$ cat config.mk
export PLATFORM = sky130hd
export DESIGN_NAME = result_trace_fifo_flat
export DESIGN_NICKNAME = d
export VERILOG_FILES = /design/src/rtl/result_trace_fifo_if.sv /design/src/rtl/result_trace_fifo.sv /design/src/flat_wrapper.sv
export SDC_FILE = /design/constraint.sdc
export NUM_CORES = 1
export LEC_CHECK = 0
export ABC_CLOCK_PERIOD_IN_PS = 7200
export CORE_MARGIN = 5
export CORE_UTILIZATION = 58
export CTS_CLUSTER_DIAMETER = 100
export CTS_CLUSTER_SIZE = 24
export DETAILED_ROUTE_END_ITERATION = 10
export PLACE_DENSITY = 0.79
export REMOVE_ABC_BUFFERS = 1
export SETUP_SLACK_MARGIN = 0.2
export SLEW_MARGIN = 15
export SYNTH_ARGS = -nofsm -noshare
export SYNTH_HDL_FRONTEND = slang
export SYNTH_SLANG_ARGS = --single-unit
$ cat constraint.sdc
create_clock -name clk -period 7.2 [get_ports clk]
set_input_delay 1.44 -clock clk [delete_from_list [all_inputs] [get_ports clk]]
set_output_delay 1.44 -clock clk [all_outputs]
set_load 0.05 [all_outputs]
$ cat src/rtl/result_trace_fifo_if.sv
// result_trace_fifo_if: retire-capture, trace-drain and loss-status signals of result_trace_fifo (trace_time only with TRACE_TIMESTAMP_EN)
interface result_trace_fifo_if #(
  parameter int DATA_W = 32,
  parameter int ADDR_W = 3,
  parameter int DROP_W = 16
);
  logic capture_en;
  logic [DATA_W-1:0] datapath_result;
  logic [5:0] inst_31_26;
  logic [5:0] inst_5_0;
  logic trace_valid;
  logic trace_ready;
  logic [DATA_W+11:0] trace_data;
  logic [ADDR_W:0] count;
  logic full;
  logic empty;
  logic overflow;
  logic overflow_clr;
  logic [DROP_W-1:0] drop_count;
`ifdef TRACE_TIMESTAMP_EN
  logic [31:0] trace_time;
  modport master (
    output capture_en, datapath_result, inst_31_26, inst_5_0, trace_ready, overflow_clr,
    input trace_valid, trace_data, count, full, empty, overflow, drop_count, trace_time
  );
  modport slave (
    input capture_en, datapath_result, inst_31_26, inst_5_0, trace_ready, overflow_clr,
    output trace_valid, trace_data, count, full, empty, overflow, drop_count, trace_time
  );
`else
  modport master (
    output capture_en, datapath_result, inst_31_26, inst_5_0, trace_ready, overflow_clr,
    input trace_valid, trace_data, count, full, empty, overflow, drop_count
  );
  modport slave (
    input capture_en, datapath_result, inst_31_26, inst_5_0, trace_ready, overflow_clr,
    output trace_valid, trace_data, count, full, empty, overflow, drop_count
  );
`endif
endinterface

$ cat src/rtl/result_trace_fifo.sv
// result_trace_fifo: first-word-fall-through circular trace buffer of retired results with counted loss; TRACE_TIMESTAMP_EN adds per-entry cycle stamps on trace_time
module result_trace_fifo #(
  parameter int DATA_W = 32,
  parameter int DEPTH = 8,
  parameter int ADDR_W = 3,
  parameter int DROP_W = 16
) (
  input logic clk,
  input logic reset,
  result_trace_fifo_if.slave bus
);
  localparam int ENT_W = DATA_W + 12;
  logic [ENT_W-1:0] mem [DEPTH];
  logic [ADDR_W:0] wr_ptr;
  logic [ADDR_W:0] rd_ptr;
  logic [DROP_W-1:0] drop_count;
  logic overflow;
  logic empty;
  logic full;
  logic pop;
  logic push;
  logic drop;
  assign empty = wr_ptr == rd_ptr;
  assign full = wr_ptr == {~rd_ptr[ADDR_W], rd_ptr[ADDR_W-1:0]};
  assign pop = ~empty & bus.trace_ready;
  assign push = bus.capture_en & (~full | pop);
  assign drop = bus.capture_en & full & ~pop;
  assign bus.trace_valid = ~empty;
  assign bus.trace_data = empty ? '0 : mem[rd_ptr[ADDR_W-1:0]];
  assign bus.count = wr_ptr - rd_ptr;
  assign bus.full = full;
  assign bus.empty = empty;
  assign bus.overflow = overflow;
  assign bus.drop_count = drop_count;
  // Entry storage is left unreset; the empty mask keeps stale contents off trace_data
  always_ff @(posedge clk)
    if (push) mem[wr_ptr[ADDR_W-1:0]] <= {bus.inst_31_26, bus.inst_5_0, bus.datapath_result};
  // Pointers carry an extra wrap bit so full and empty are distinguishable
  always_ff @(posedge clk or posedge reset)
    if (reset) begin
      wr_ptr <= '0;
      rd_ptr <= '0;
    end else begin
      if (push) wr_ptr <= wr_ptr + (ADDR_W+1)'(1);
      if (pop) rd_ptr <= rd_ptr + (ADDR_W+1)'(1);
    end
  // Loss accounting; a drop coincident with a clear restarts the tally at one
  always_ff @(posedge clk or posedge reset)
    if (reset) begin
      overflow <= 1'b0;
      drop_count <= '0;
    end else if (drop) begin
      overflow <= 1'b1;
      drop_count <= bus.overflow_clr ? DROP_W'(1) : drop_count + DROP_W'(~&drop_count);
    end else if (bus.overflow_clr) begin
      overflow <= 1'b0;
      drop_count <= '0;
    end
`ifdef TRACE_TIMESTAMP_EN
  logic [31:0] cycle_cnt;
  logic [31:0] time_mem [DEPTH];
  assign bus.trace_time = empty ? '0 : time_mem[rd_ptr[ADDR_W-1:0]];
  // Free-running cycle stamp, wraps naturally
  always_ff @(posedge clk or posedge reset)
    if (reset) cycle_cnt <= '0;
    else cycle_cnt <= cycle_cnt + 32'd1;
  // Stamp of the push cycle stored alongside each entry
  always_ff @(posedge clk)
    if (push) time_mem[wr_ptr[ADDR_W-1:0]] <= cycle_cnt;
`endif
endmodule

$ cat src/flat_wrapper.sv
// flat-port wrapper written by rule: the top's interface ports become plain ports
module result_trace_fifo_flat 
#(
  parameter int DATA_W = 32,
  parameter int DEPTH = 8,
  parameter int ADDR_W = 3,
  parameter int DROP_W = 16
)
  (clk, reset, bus_capture_en, bus_datapath_result, bus_inst_31_26, bus_inst_5_0, bus_trace_ready, bus_overflow_clr, bus_trace_valid, bus_trace_data, bus_count, bus_full, bus_empty, bus_overflow, bus_drop_count);
  result_trace_fifo_if #(.DATA_W(DATA_W), .ADDR_W(ADDR_W), .DROP_W(DROP_W)) bus_i ();
  input logic clk;
  input logic reset;
  input wire logic [$bits(bus_i.capture_en)-1:0] bus_capture_en;
  input wire logic [$bits(bus_i.datapath_result)-1:0] bus_datapath_result;
  input wire logic [$bits(bus_i.inst_31_26)-1:0] bus_inst_31_26;
  input wire logic [$bits(bus_i.inst_5_0)-1:0] bus_inst_5_0;
  input wire logic [$bits(bus_i.trace_ready)-1:0] bus_trace_ready;
  input wire logic [$bits(bus_i.overflow_clr)-1:0] bus_overflow_clr;
  output wire logic [$bits(bus_i.trace_valid)-1:0] bus_trace_valid;
  output wire logic [$bits(bus_i.trace_data)-1:0] bus_trace_data;
  output wire logic [$bits(bus_i.count)-1:0] bus_count;
  output wire logic [$bits(bus_i.full)-1:0] bus_full;
  output wire logic [$bits(bus_i.empty)-1:0] bus_empty;
  output wire logic [$bits(bus_i.overflow)-1:0] bus_overflow;
  output wire logic [$bits(bus_i.drop_count)-1:0] bus_drop_count;
  assign bus_i.capture_en = bus_capture_en;
  assign bus_i.datapath_result = bus_datapath_result;
  assign bus_i.inst_31_26 = bus_inst_31_26;
  assign bus_i.inst_5_0 = bus_inst_5_0;
  assign bus_i.trace_ready = bus_trace_ready;
  assign bus_i.overflow_clr = bus_overflow_clr;
  assign bus_trace_valid = bus_i.trace_valid;
  assign bus_trace_data = bus_i.trace_data;
  assign bus_count = bus_i.count;
  assign bus_full = bus_i.full;
  assign bus_empty = bus_i.empty;
  assign bus_overflow = bus_i.overflow;
  assign bus_drop_count = bus_i.drop_count;
  result_trace_fifo #(.DATA_W(DATA_W), .DEPTH(DEPTH), .ADDR_W(ADDR_W), .DROP_W(DROP_W)) u_core (.clk(clk), .reset(reset), .bus(bus_i));
endmodule
==> summary by stage <==
Clock tree
The CTS tree is yes. The number of buffers added by the clock tree synthesis step is 19. At the later pin of the worst-skew pair, clock insertion delay measures 0.51 ns.

The number of post-CTS setup repair buffers is 0. The clock passes through at most 3 buffers. The clock tree root driver cell is sky130_fd_sc_hd__clkbuf_16. The number of buffers inserted for hold repair after clock tree synthesis is 0. The count of H-tree levels built during CTS is 1. The number of gates resized after CTS is 0. The number of clock sinks seen by CTS is 377. After clock tree synthesis, the clock-pin slew on the worst setup and hold paths is 0.09 ns.

STA
After layout, the minimum clock period comes to 5.57 ns. Based on the critical path, the design can be clocked at up to 180 MHz. Between clock sinks in the finished design, the worst skew comes to 0.0192 ns.

The number of hold violations in the final report was 0. The part of the cycle the worst path needs is 0.773. The number of max-slew violations in the final report was 0. After layout, the worst setup slack is 1.63 ns. Setup repair after global routing left no endpoint under its margin.

The actual transition at the worst max-transition pin is 1.15 ns. In this run the tightest slew margin relative to its limit is 0.235. Setup violations remaining at the end of the flow were counted as 0.

Worst hold path
The worst hold path passes through 2 cells. The path class of the tightest hold or removal check is reg2reg. In this run the most critical hold path is launched from u_core.bus.overflow.

Worst setup path
The slowest cell on the critical path is sky130_fd_sc_hd__dfrtp_4. The critical path starts at u_core.rd_ptr[0]. Counting cells, the worst reg-to-reg path comes to 6.

The origin of the critical flop-to-flop path is u_core.rd_ptr[0]. At the worst endpoint, the arrival time is 4.13 ns. Of all nets on the critical path, the largest fanout is 45. STA puts the critical path data required time at 5.76 ns.

The category of the worst setup path launch point is a flop. STA classifies the critical path endpoint as an output pin. Traced cell by cell, the critical path runs through ha_1 > and3_1 > nand2_1 > inv_2 > a21oi_1 > clkdlybuf4s50_1. The worst setup path is of the reg2out kind.

The worst stage delay on the critical path is 0.98 ns.

Global routing
The total global-route track usage is 0.204. The leftover overflow at the end of global routing is 0. The met2 usage is 0.323. The number of global-route vias before repair is 7,542. For met1 alone, demand over resource in global routing was 0.312. The busiest layer in global routing is met2. The first-pass GRT wire length is 44.7 mm. The largest net degree at the start of global routing is 66. The number of antenna violations at the first check in global routing was 1. In the global route stage, met3 resource usage came out at 0.0356.

Synthesis
Counting flops with a built-in enable in the synthesized netlist gives 352. The synthesized cell area is 0.0147 mm². The proportion of synthesized chip area in sequential cells is 0.762.

The Yosys step of the flow raised 0 warnings. Of all flip-flops after synthesis, the portion carrying an async set or reset was 0.0663. The number of different library cells used by synthesis comes to 35. The synthesized instance count is 765. The synthesized design contains 377 register bits. The leading register cell type out of synthesis is sky130_fd_sc_hd__edfxtp_1.

After synthesis, the mean cell area works out to 19.2 µm².

Drt
Before antenna repair, the detailed router went through 5 iterations. The DRC violation total after the first TritonRoute iteration is 697. For this run, design rule violations remaining after detail routing come to 0.

The count of nets left with antenna violations after detail routing is 0. The via density per instance is 6.06. The number of vias after detailed routing is 7,392. The total length of routed wires is 28.9 mm. The routed length per instance is 23.7 µm.

Placed design
In this run, placement finished with an instance count of 1,187. The pre-CTS setup slack is 2.15 ns. The port buffer count is 116. The routability congestion estimate from global placement is 0.749. The detailed placer's ending HPWL is 15.6 mm.

Die
In this run the vertical extent of the chip is 169 µm. The initialized floorplan defines 58 standard-cell rows. The effective utilization at floorplan is 0.587.

The floorplan step defined a die boundary enclosing 0.0286 mm². The area of the placeable core is 0.0250 mm². The horizontal extent of the die is 169 µm. 117 I/O pins were placed.

Pwr
VDD sags by at most 0.512 mV. In this run the power density over the cells is 443 mW/mm². For this design the static power due to leakage is 5.38 nW.

Job
The count of maximum capacitance violations is 0.

Layout
The repair_antennas step left the layout with diodes totalling 0. The synthesis-to-finish area growth is 14.4%. The number of standard cells in the layout, taps in and fillers out is 1,220. The net count of the finished layout is 935. The layout cell share with drive strength beyond 1 is 0.153.

Outcome
The run finished with clean final reports.
## layout by cell type (no fill, tap or decap), types with 7 or more instances in the layout
master	instances
sky130_fd_sc_hd__edfxtp_1	352
sky130_fd_sc_hd__nand3_1	11
sky130_fd_sc_hd__buf_4	12
sky130_fd_sc_hd__dfrtp_1	22
sky130_fd_sc_hd__o21ai_0	9
sky130_fd_sc_hd__xnor2_1	8
sky130_fd_sc_hd__mux4_2	88
sky130_fd_sc_hd__clkdlybuf4s50_1	116
sky130_fd_sc_hd__clkbuf_1	13
sky130_fd_sc_hd__ha_1	7
sky130_fd_sc_hd__nand2_1	102
sky130_fd_sc_hd__inv_1	9
sky130_fd_sc_hd__a21oi_1	55
sky130_fd_sc_hd__clkbuf_16	19
sky130_fd_sc_hd__nor2_1	8
## worst paths after layout
kind | slack, ns | endpoint
setup / recovery | 1.63 | bus_trace_data[31]
hold / removal | 0.53 | u_core.bus.overflow
setup reg to reg | 3.38 | u_core.mem[4][16]
hold reg to reg | 0.53 | u_core.bus.overflow
max in group asynchronous | 5.07 | u_core.rd_ptr[1]
min in group asynchronous | 1.44 | u_core.rd_ptr[3]
## where the power goes
| group | switching [mW] | internal [mW] | total (mW) |
|---|---|---|---|
| combinational | 2.16 | 1.23 | 3.39 |
| sequential | 0.182 | 2.73 | 2.91 |
| clock | 0.629 | 0.505 | 1.13 |
| total | 2.97 | 4.47 | 7.44 |
## synthesized netlist by cell type, drive strengths merged (7+ instances only)
| cell | instances | share of area |
|---|---|---|
| a21oi | 55 | 0.019 |
| buf | 16 | 0.0051 |
| clkbuf | 20 | 0.0051 |
| dfrtp | 25 | 0.043 |
| edfxtp | 352 | 0.72 |
| ha | 7 | 0.0060 |
| inv | 11 | 0.0028 |
| mux4 | 88 | 0.13 |
| nand2 | 102 | 0.026 |
| nand3 | 11 | 0.0037 |
| nor2 | 14 | 0.0036 |
| o21ai | 9 | 0.0031 |
| xnor2 | 8 | 0.0048 |
## critical path: cells and delay by family (launching register included)
family | cells | cell delay (ns)
flip-flops | 1 | 0.98
AO/OA/AOI/OAI | 1 | 0.24
AND/OR/NAND/NOR | 2 | 0.37
buffers and inverters | 2 | 1.66
adder cells (fa/ha/maj) | 1 | 0.31
## metrics by stage
stage | util | hold slack, ns | cell area [µm²] | power, mW | setup TNS (ns)
detailed placement | 0.650 | 0.514 | 16300 | 6.39 | 0
global placement | 0.650 | 0.517 | 16300 | 6.36 | 0
global route | 0.671 | 0.559 | 16800 | 7.80 | 0
floorplan | - | 0.497 | 14500 | 5.35 | -88.05
CTS | 0.671 | 0.541 | 16800 | 7.52 | 0
finish | 0.671 | 0.534 | 16800 | 7.44 | 0
## state kept, by name, summed over array words and instances (netlist names)
signal	cells
u_core.bus.drop_count	16
u_core.wr_ptr	4
u_core.rd_ptr	4
u_core.bus.overflow	1
u_core.mem	352
## routing by layer
| metal | wire, µm | vias to the layer above |
|---|---|---|
| met5 | 11 | - |
| met4 | 386 | 2 |
| met3 | 2230 | 29 |
| met2 | 14000 | 306 |
| met1 | 12400 | 3795 |
| li1 | - | 3260 |
## logic make-up (layout without fill, tap and decap cells)
group	after synthesis	after routing	synth area share
AO/OA/AOI/OAI	70	70	0.0249
multiplexers	90	90	0.136
adder cells (fa/ha/maj)	8	8	0.00732
XOR/XNOR	14	14	0.00835
buffers and inverters	47	172	0.0130
flip-flops	377	377	0.762
AND/OR/NAND/NOR	159	159	0.0479
## layout make-up
cell class / instances / area (µm²)
multi-input combinational: 341 / 3360
clock inverter: 1 / 8.76
tap: 330 / 413
fill: 1636 / 8230
clock buffer: 32 / 524
sequential: 377 / 11200
inverter: 11 / 41.3
timing repair buffer: 128 / 1250
Note: power is estimated with default switching activity, not from simulation.
